<file path="src/rtl/rst_seq_pkg.sv">
// Shared state encoding and counter sizing for the power-on reset sequencer.
package rst_seq_pkg;

  typedef enum logic [2:0] {
    PLL_HOLD  = 3'd0,
    WAIT_LOCK = 3'd1,
    RELEASE   = 3'd2,
    RUN       = 3'd3
  } seq_state_t;

  function automatic int unsigned cnt_width(input int unsigned a, input int unsigned b,
                                            input int unsigned c, input int unsigned d);
    int unsigned m;
    m = a;
    if (b > m) m = b;
    if (c > m) m = c;
    if (d > m) m = d;
    return $clog2(m) + 1;
  endfunction

endpackage

</file>
<file path="src/rtl/sync_filter.sv">
// Two-flop synchroniser followed by a stable-for-N filter; optional instant response to low.
module sync_filter #(
  parameter int unsigned N           = 4,
  parameter bit          INSTANT_LOW = 1'b0,
  parameter bit          RESET_VAL   = 1'b0
) (
  input  logic clk,
  input  logic reset,
  input  logic async_in,
  output logic filtered
);

  localparam int unsigned CW = (N > 1) ? $clog2(N) : 1;

  logic          s1;
  logic          s2;
  logic          q;
  logic [CW-1:0] cnt;

  always_ff @(posedge clk) begin
    if (reset) begin
      s1  <= RESET_VAL;
      s2  <= RESET_VAL;
      q   <= RESET_VAL;
      cnt <= '0;
    end else begin
      s1 <= async_in;
      s2 <= s1;
      if (INSTANT_LOW && !s2) begin
        q   <= 1'b0;
        cnt <= '0;
      end else if (s2 == q) begin
        cnt <= '0;
      end else if (cnt == CW'(N - 1)) begin
        q   <= s2;
        cnt <= '0;
      end else begin
        cnt <= cnt + CW'(1);
      end
    end
  end

  // Gating with s2 makes a loss visible in the same cycle it leaves the synchroniser.
  assign filtered = INSTANT_LOW ? (q & s2) : q;

endmodule

</file>
<file path="src/rtl/por_reset_sequencer.sv">
// Power-on reset sequencer: PLL hold-up, lock qualification, ordered domain release.
module por_reset_sequencer
  import rst_seq_pkg::*;
#(
  parameter int unsigned NUM_DOMAINS         = 3,
  parameter int unsigned PLL_HOLD_CYCLES     = 128,
  parameter int unsigned LOCK_FILTER_CYCLES  = 64,
  parameter int unsigned LOCK_TIMEOUT_CYCLES = 1 << 20,
  parameter int unsigned STAGE_GAP_CYCLES    = 16,
  parameter int unsigned DEBOUNCE_CYCLES     = 1 << 16
) (
  input  logic                   clk,
  input  logic                   reset,
  input  logic                   btn_reset_n,
  input  logic                   pll_locked,
  output logic                   pll_areset,
  output logic [NUM_DOMAINS-1:0] domain_reset,
  output logic                   seq_done,
  output logic [2:0]             seq_state,
  output logic [7:0]             lock_loss_count,
  output logic [7:0]             retry_count
);

  localparam int unsigned CW = cnt_width(PLL_HOLD_CYCLES, LOCK_TIMEOUT_CYCLES,
                                         STAGE_GAP_CYCLES, LOCK_FILTER_CYCLES);
  localparam int unsigned KW = (NUM_DOMAINS > 1) ? $clog2(NUM_DOMAINS) : 1;

  localparam logic [CW-1:0] HOLD_RLD = CW'(PLL_HOLD_CYCLES - 1);
  localparam logic [CW-1:0] TMO_RLD  = CW'(LOCK_TIMEOUT_CYCLES - 1);
  localparam logic [CW-1:0] GAP_RLD  = CW'(STAGE_GAP_CYCLES - 1);
  localparam logic [KW-1:0] K_LAST   = KW'(NUM_DOMAINS - 1);

  logic btn_level;
  logic btn_pressed;
  logic lock_ok;

  sync_filter #(
    .N           (DEBOUNCE_CYCLES),
    .INSTANT_LOW (1'b0),
    .RESET_VAL   (1'b1)
  ) u_btn_filter (
    .clk      (clk),
    .reset    (reset),
    .async_in (btn_reset_n),
    .filtered (btn_level)
  );

  sync_filter #(
    .N           (LOCK_FILTER_CYCLES),
    .INSTANT_LOW (1'b1),
    .RESET_VAL   (1'b0)
  ) u_lock_filter (
    .clk      (clk),
    .reset    (reset),
    .async_in (pll_locked),
    .filtered (lock_ok)
  );

  assign btn_pressed = ~btn_level;

  seq_state_t             state_q, state_d;
  logic [CW-1:0]          cnt_q, cnt_d;
  logic [KW-1:0]          k_q, k_d;
  logic [NUM_DOMAINS-1:0] dr_q, dr_d;
  logic [7:0]             llc_q, llc_d;
  logic [7:0]             rc_q, rc_d;
  logic                   areset_q;
  logic                   done_q;
  logic                   abort;

  always_comb begin
    state_d = state_q;
    cnt_d   = cnt_q;
    k_d     = k_q;
    dr_d    = dr_q;
    llc_d   = llc_q;
    rc_d    = rc_q;
    abort   = 1'b0;

    case (state_q)
      PLL_HOLD: begin
        dr_d = '1;
        k_d  = '0;
        if (btn_pressed) begin
          cnt_d = HOLD_RLD;
        end else if (cnt_q == '0) begin
          state_d = WAIT_LOCK;
          cnt_d   = TMO_RLD;
        end else begin
          cnt_d = cnt_q - CW'(1);
        end
      end
      WAIT_LOCK: begin
        abort = btn_pressed;
        if (lock_ok) begin
          state_d = RELEASE;
          cnt_d   = GAP_RLD;
          k_d     = '0;
        end else if (cnt_q == '0) begin
          state_d = PLL_HOLD;
          cnt_d   = HOLD_RLD;
          if (rc_q != 8'hFF) rc_d = rc_q + 8'd1;
        end else begin
          cnt_d = cnt_q - CW'(1);
        end
      end
      RELEASE: begin
        abort = btn_pressed || !lock_ok;
        if (cnt_q == '0) begin
          dr_d[k_q] = 1'b0;
          if (k_q == K_LAST) begin
            state_d = RUN;
            cnt_d   = '0;
          end else begin
            k_d   = k_q + KW'(1);
            cnt_d = GAP_RLD;
          end
        end else begin
          cnt_d = cnt_q - CW'(1);
        end
      end
      RUN: begin
        abort = btn_pressed || !lock_ok;
        if (!lock_ok && llc_q != 8'hFF) llc_d = llc_q + 8'd1;
      end
      default: abort = 1'b1;
    endcase

    // Abort overrides any stage/timeout update; lock-loss counting above is kept.
    if (abort) begin
      state_d = PLL_HOLD;
      cnt_d   = HOLD_RLD;
      k_d     = '0;
      dr_d    = '1;
      rc_d    = rc_q;
    end
  end

  // Reset is the entry into PLL_HOLD, so the shared counter takes the hold reload.
  always_ff @(posedge clk) begin
    if (reset) begin
      state_q  <= PLL_HOLD;
      cnt_q    <= HOLD_RLD;
      k_q      <= '0;
      dr_q     <= '1;
      llc_q    <= '0;
      rc_q     <= '0;
      areset_q <= 1'b1;
      done_q   <= 1'b0;
    end else begin
      state_q  <= state_d;
      cnt_q    <= cnt_d;
      k_q      <= k_d;
      dr_q     <= dr_d;
      llc_q    <= llc_d;
      rc_q     <= rc_d;
      areset_q <= (state_d == PLL_HOLD);
      done_q   <= (state_d == RUN);
    end
  end

  assign pll_areset      = areset_q;
  assign domain_reset    = dr_q;
  assign seq_done        = done_q;
  assign seq_state       = state_q;
  assign lock_loss_count = llc_q;
  assign retry_count     = rc_q;

endmodule

</file>
<file path="config.mk">
export PLATFORM = sky130hd
export DESIGN_NAME = por_reset_sequencer
export DESIGN_NICKNAME = d
export VERILOG_FILES = /design/src/rtl/rst_seq_pkg.sv /design/src/rtl/sync_filter.sv /design/src/rtl/por_reset_sequencer.sv
export SDC_FILE = /design/constraint.sdc
export NUM_CORES = 1
export LEC_CHECK = 0
export CORE_UTILIZATION = 58
export DETAILED_ROUTE_END_ITERATION = 8
export HOLD_SLACK_MARGIN = 0.15
export PLACE_DENSITY = 0.9
export SETUP_SLACK_MARGIN = 0.05
export SLEW_MARGIN = 30
export SYNTH_ARGS = -nofsm -noshare
export SYNTH_HDL_FRONTEND = slang
export SYNTH_SLANG_ARGS = --single-unit
export TNS_END_PERCENT = 10
</file>
<file path="constraint.sdc">
create_clock -name clk -period 2.94 [get_ports clk]
set_input_delay 0.882 -clock clk [delete_from_list [all_inputs] [get_ports clk]]
set_output_delay 0.882 -clock clk [all_outputs]
set_load 0.1 [all_outputs]
</file>
# == Word-level counts from Yosys, hierarchy flattened ==
# Index checks and enable logic that the tools add are counted.
# classes
n_reduce_logical,20
n_lt_le_gt_ge,2
eq_ne,14
bitwise_logic,9
add_sub_neg,6
muxes,24
# ops
op,count
$mux 21,5
$pmux 21 s3,1
$mux 3,8
$logic_not 21->1,1
$sub 21x1->21 const B,1
$add 16x1->16 const B,1
$add 8x1->8 const B,2
$eq 16x16->1 const B,1
$ne 8x8->1 const B,2
$eq 3x2->1 const B,3
$pmux 3 s3,1
$reduce_and 2->1,4
$add 6x1->6 const B,1
$eq 6x6->1 const B,1
$logic_not 3->1,2
$mux 2,3
$ne 2x2->1 const B,3
$not 1->1,6
$pmux 2 s3,1
$pmux 3 s2,1
$reduce_or 2->1,3
$reduce_and 5->1,1
$mux 4,1
$reduce_and 4->1,1
19 further kinds,21
# totals
elab_cells,91
output_inout_bits,24
inputBits,4
regBits,75

# == Logic depth before layout (Yosys ltp) ==
# depth
ltp_word,8
ltp_mapped,11
depth_no_buf,8

# == Modules after synthesis ==
# From an unflattened synthesis, not the netlist that was laid out.
# hier_totals
cells_unflattened,464
area_unflattened_um2,3950.0
# modules_own_cells
module,seq_area_each_um2,area_per_inst_um2,instances,cells_each
por_reset_sequencer,940.9,2751.4,1,344
sync_filter (u_btn_filter),380.4,859.6,1,87
sync_filter (u_lock_filter),180.2,339.1,1,33

# == Worst setup path after synthesis ==
# OpenSTA, ideal clock, no wires.
# synth_path
path_kind,reg-to-reg
startpoint,register state_q[1] (netlist: seq_state[1])
endpoint,register rc_q[1] (netlist: retry_count[1])
setup_ns,0.126
t_arrival_ns,2.381
period_less_slack_ns,2.507
setup_slack_ns,0.433
path_buffers,1
t_required_ns,2.814
stages_incl_launch_ff,8
path_cell_list,dfxtp_1 > buf_6 > nand2b_1 > or4b_2 > a41oi_2 > and2_2 > mux2i_1 > nor2_1
# synth_via
elab_chain_cells,5
word_cells_on_any_way,8
cone_classes,eq/ne (3); mux (1); bitwise (1); reduce/logical (3)
# synth_lines
item,line_no,source
"start, declared",por_reset_sequencer.sv:61,"seq_state_t state_q, state_d;"
"start signal, assigned",por_reset_sequencer.sv:151,state_q <= state_d;
$eq 3x2->1,por_reset_sequencer.sv:80,case (state_q)
$reduce_or 2->1 (no source line),--,
$pmux 1 s3,por_reset_sequencer.sv:80,
$not 1->1 (no source line),--,
$reduce_and 5->1 (no source line) (*),--,
"end signal, assigned",por_reset_sequencer.sv:156,rc_q <= rc_d;
"end, declared",por_reset_sequencer.sv:66,"logic [7:0] rc_q, rc_d;"
# Every way passes the cells marked *; elsewhere a longest branch is shown, timed or not.
# A chain may end at the register's enable or synchronous reset.

# == Worst setup path after layout ==
# layout_path
startpoint,register cnt_q[0]
endpoint,register cnt_q[6]
# layout_via
elab_chain_cells,4
word_cells_on_any_way,8
cone_classes,add/sub (1); mux (6); reduce/logical (1)
# layout_lines
item,line_no,source
"start, declared",por_reset_sequencer.sv:62,"logic [CW-1:0] cnt_q, cnt_d;"
"start signal, assigned",por_reset_sequencer.sv:152,cnt_q <= cnt_d;
$sub 21x1->21 / $logic_not 21->1 (equally long branches),--,
"$mux 21, on equally long branches","por_reset_sequencer.sv:99, por_reset_sequencer.sv:86",
"$mux 21, on equally long branches","por_reset_sequencer.sv:95, por_reset_sequencer.sv:84",
$pmux 21 s3 (*),por_reset_sequencer.sv:80,
# Marks and branches as above.

==> key figures <==
STA
  • RSZ-0062 raised after global routing: false
  • Crit path time final: between 2000 and 3000 ps
  • Pins Over Slew Limit: 0
  • Worst-Margin Slew: a little under 700 ps
  • Final hold violations: 0
  • Final Setup Violations: 0
  • Maximum clock rate: roughly 0.39 GHz
  • Final Worst Setup Slack: between 300 and 400 ps
  • Final period util: 0.867
  • Slew Limit Headroom: 0.545
  • Setup TNS: 0 ps
  • Clock skew: around 8.7 ps

Logic synthesis
  • Synthesized area: between 3000 and 4000 µm²
  • Share of synthesized area spent on multiplexers: 0.00820
  • Syn avg cell area: between 8 and 9 µm²
  • Synth area leader: dfxtp_1
  • Area contributors post-synth: dfxtp_1 (41%), nor2_1 (6.9%), xor2_1 (5.0%)
  • Post-synth ARST share: 0
  • Post-synthesis compound-gate area fraction: 0.132
  • Post-Synth Adder-Cell Area: 0.0308
  • Synth top area share: 0.410
  • EDFF count, synth: 0
  • Largest family of logic cells by synthesized area: simple AND/OR/NAND/NOR gates
  • Post-synthesis net count: about 450
  • #FFs+latches synth: 75
  • Simple-gate portion of the synthesized area: 0.300
  • Gate count of the mapped netlist: around 430
  • Synthesis warning total: 0
  • Xor and xnor area share after synthesis: 0.0766
  • Count of cell types in the netlist: 61
  • Register area share after synthesis: 0.410
  • Post-synth top flop: dfxtp_1

Placement
  • GPL Wtd Cong: 0.868
  • Dpl hpwl: around 5400 µm
  • Dpl ws: 321 ps
  • Placed instance area: 3900 µm²
  • I/O Buffers: 27

Run status
  • Status: finished, final reports clean

Hold path
  • Min-Delay Endpoint: u_btn_filter.s2
  • Cell depth of the worst hold path: 1
  • Hold Path Class: register to register
  • Hold_sp: u_btn_filter.s1

CTS
  • CTS root buf: clkbuf_8
  • Cts hold-fix bufs: 0
  • CTS max path bufs: 2
  • H-tree depth: 3
  • # Post-CTS Setup Buffers: 0
  • CTS Buf Count: 9
  • Skew-Pair Late Insertion Delay: approximately 360 ps
  • CTS tree: done
  • CTS sink cnt: 75
  • Clock-pin transition on the worst setup and hold timing paths: about 80 ps
  • Post-cts gate resize count: 0

Setup path
  • Kind of critical path: register to register
  • Setup crit start kind: register
  • Crit end category: register
  • Reg2reg start: cnt_q[0]
  • Worst EP arrival: around 2800 ps
  • Worst path required time: roughly 3200 ps
  • R2R cell count: 8
  • Register-to-register setup slack: between 300 and 400 ps
  • Worst R2R End: cnt_q[6]
  • Worst Path Max Fanout: 7

Cells and area
  • Nets: approximately 470
  • Share of layout cells above drive strength 1: 0.147
  • Commonest cells after routing, fill and taps aside: dfxtp_1 (75), nor2_1 (67), nand2_1 (33)
  • Commonest non-fill, non-tap cell in the layout: dfxtp_1
  • Filler instances: ~420
  • Fin area: about 4100 µm²
  • Ant diodes: 0
  • Synth-to-layout area growth: 12.7%

Power and ir drop
  • Pleak: about 0.0015 µW
  • Cell area power density: 479 nW/µm²
  • Maximum vdd drop: between 0.4 and 0.5 mV

Die
  • FP Rows: 28
  • Die Ht: a little over 80 µm
  • Initial Util: 0.611
  • I/O pins: 28
  • Die area: roughly 6600 µm²
  • Die Width: just over 80 µm
  • Core area: between 5000 and 6000 µm²

GRT
  • Grt ovf: 0
  • Number of global-route vias before repair: roughly 3.0k
  • Global-route usage over all layers: 0.259
  • First-pass GRT wire length: ~13,000 µm
  • Initial antenna violation count: 0
  • Largest net degree at the start of global routing: 26

Detailed routing
  • DR vias: around 3.2k
  • DRT iter0 DRCs: 208
  • Vias per cell: about 6.0
  • Antenna-violating nets left: 0
  • Drt total wl: roughly 7900 µm
  • Pre-antenna DRT Iters: 5
  • Post-detailed-route wirelength per cell: 14.7 µm
  • Drt drc: 0

Flow run
  • Max Cap Viol: 0
-- area by class of cell --
| class | instances | area, µm² | share of cell area |
|---|---|---|---|
| repair buffers | 32 | 248 | 0.0600 |
| clock buffers | 9 | 124 | 0.0300 |
| flip-flops and latches | 75 | 1500 | 0.364 |
| multi-input cells | 326 | 2010 | 0.486 |
| well taps | 75 | 93.8 | 0.0227 |
| clock inverters | 7 | 101 | 0.0246 |
| inverters | 14 | 52.6 | 0.0127 |
-- sequential cells by signal, summed over array words and instances (netlist names), 2 cells and up --
signal / count
domain_reset: 3
seq_state: 3
u_lock_filter.cnt: 6
retry_count: 8
lock_loss_count: 8
u_btn_filter.cnt: 16
cnt_q: 21
k_q: 2
-- logic make-up (layout without fill, tap and decap cells) --
group                    count (synthesis)  count (layout)
AND/OR/NAND/NOR                        207             207
buffers and inverters                   32              62
other                                    1               1
XOR/XNOR                                32              32
AO/OA/AOI/OAI                           74              74
multiplexers                             3               3
flip-flops                              75              75
adder cells (fa/ha/maj)                  9               9
-- per-layer routing --
layer,vias up,part of all wire,global-route usage
met5,-,0,0
met2,103,0.48,0.434
met1,1519,0.45,0.308
met4,0,0.018,0.120
li1,1576,-,-
met3,17,0.049,0.0656
-- through the flow --
stage               utilization  hold WS, ps  std cells  power [µW]
CTS                       0.689          417        538        1980
floorplan                     -          389        433        1080
detailed placement        0.651          398        522        1100
finish                    0.689          416        538        1980
global route              0.689          427        538        2030
global placement          0.651          390        522        1100
-- report_power, final --
part	switching, µW	internal, µW	total, µW
combinational	36.0	17.9	53.9
sequential	6.37	1020	1030
clock	414	485	899
-- cell usage after synthesis, drive strengths merged (11+ instances only) --
cell type   n
nand3      22
inv        14
xor2       21
xnor2      11
o21ai      16
nand2      33
a21oi      26
dfxtp      75
nor3       17
nor2       68
or3        12
-- critical path, stage by stage (launching register included) --
cell and delay (ps):
dfxtp_1 340, inv_1 80, ha_1 190, or3b_1 480, nor3_4 330, nand3_1 300
o21ai_0 450, a31oi_1 80, o32a_1 190
-- how the worst max path moves through the flow --
stage	from	end	cells after the start
after floorplan	seq_state[1]	retry_count[1]	7
after global placement	reset	cnt_q[10]	6
after detailed placement	reset	cnt_q[10]	6
after CTS	cnt_q[0]	cnt_q[19]	8
after global routing	cnt_q[0]	cnt_q[9]	8
final	cnt_q[0]	cnt_q[6]	8
Note: power is estimated with default switching activity, not from simulation.
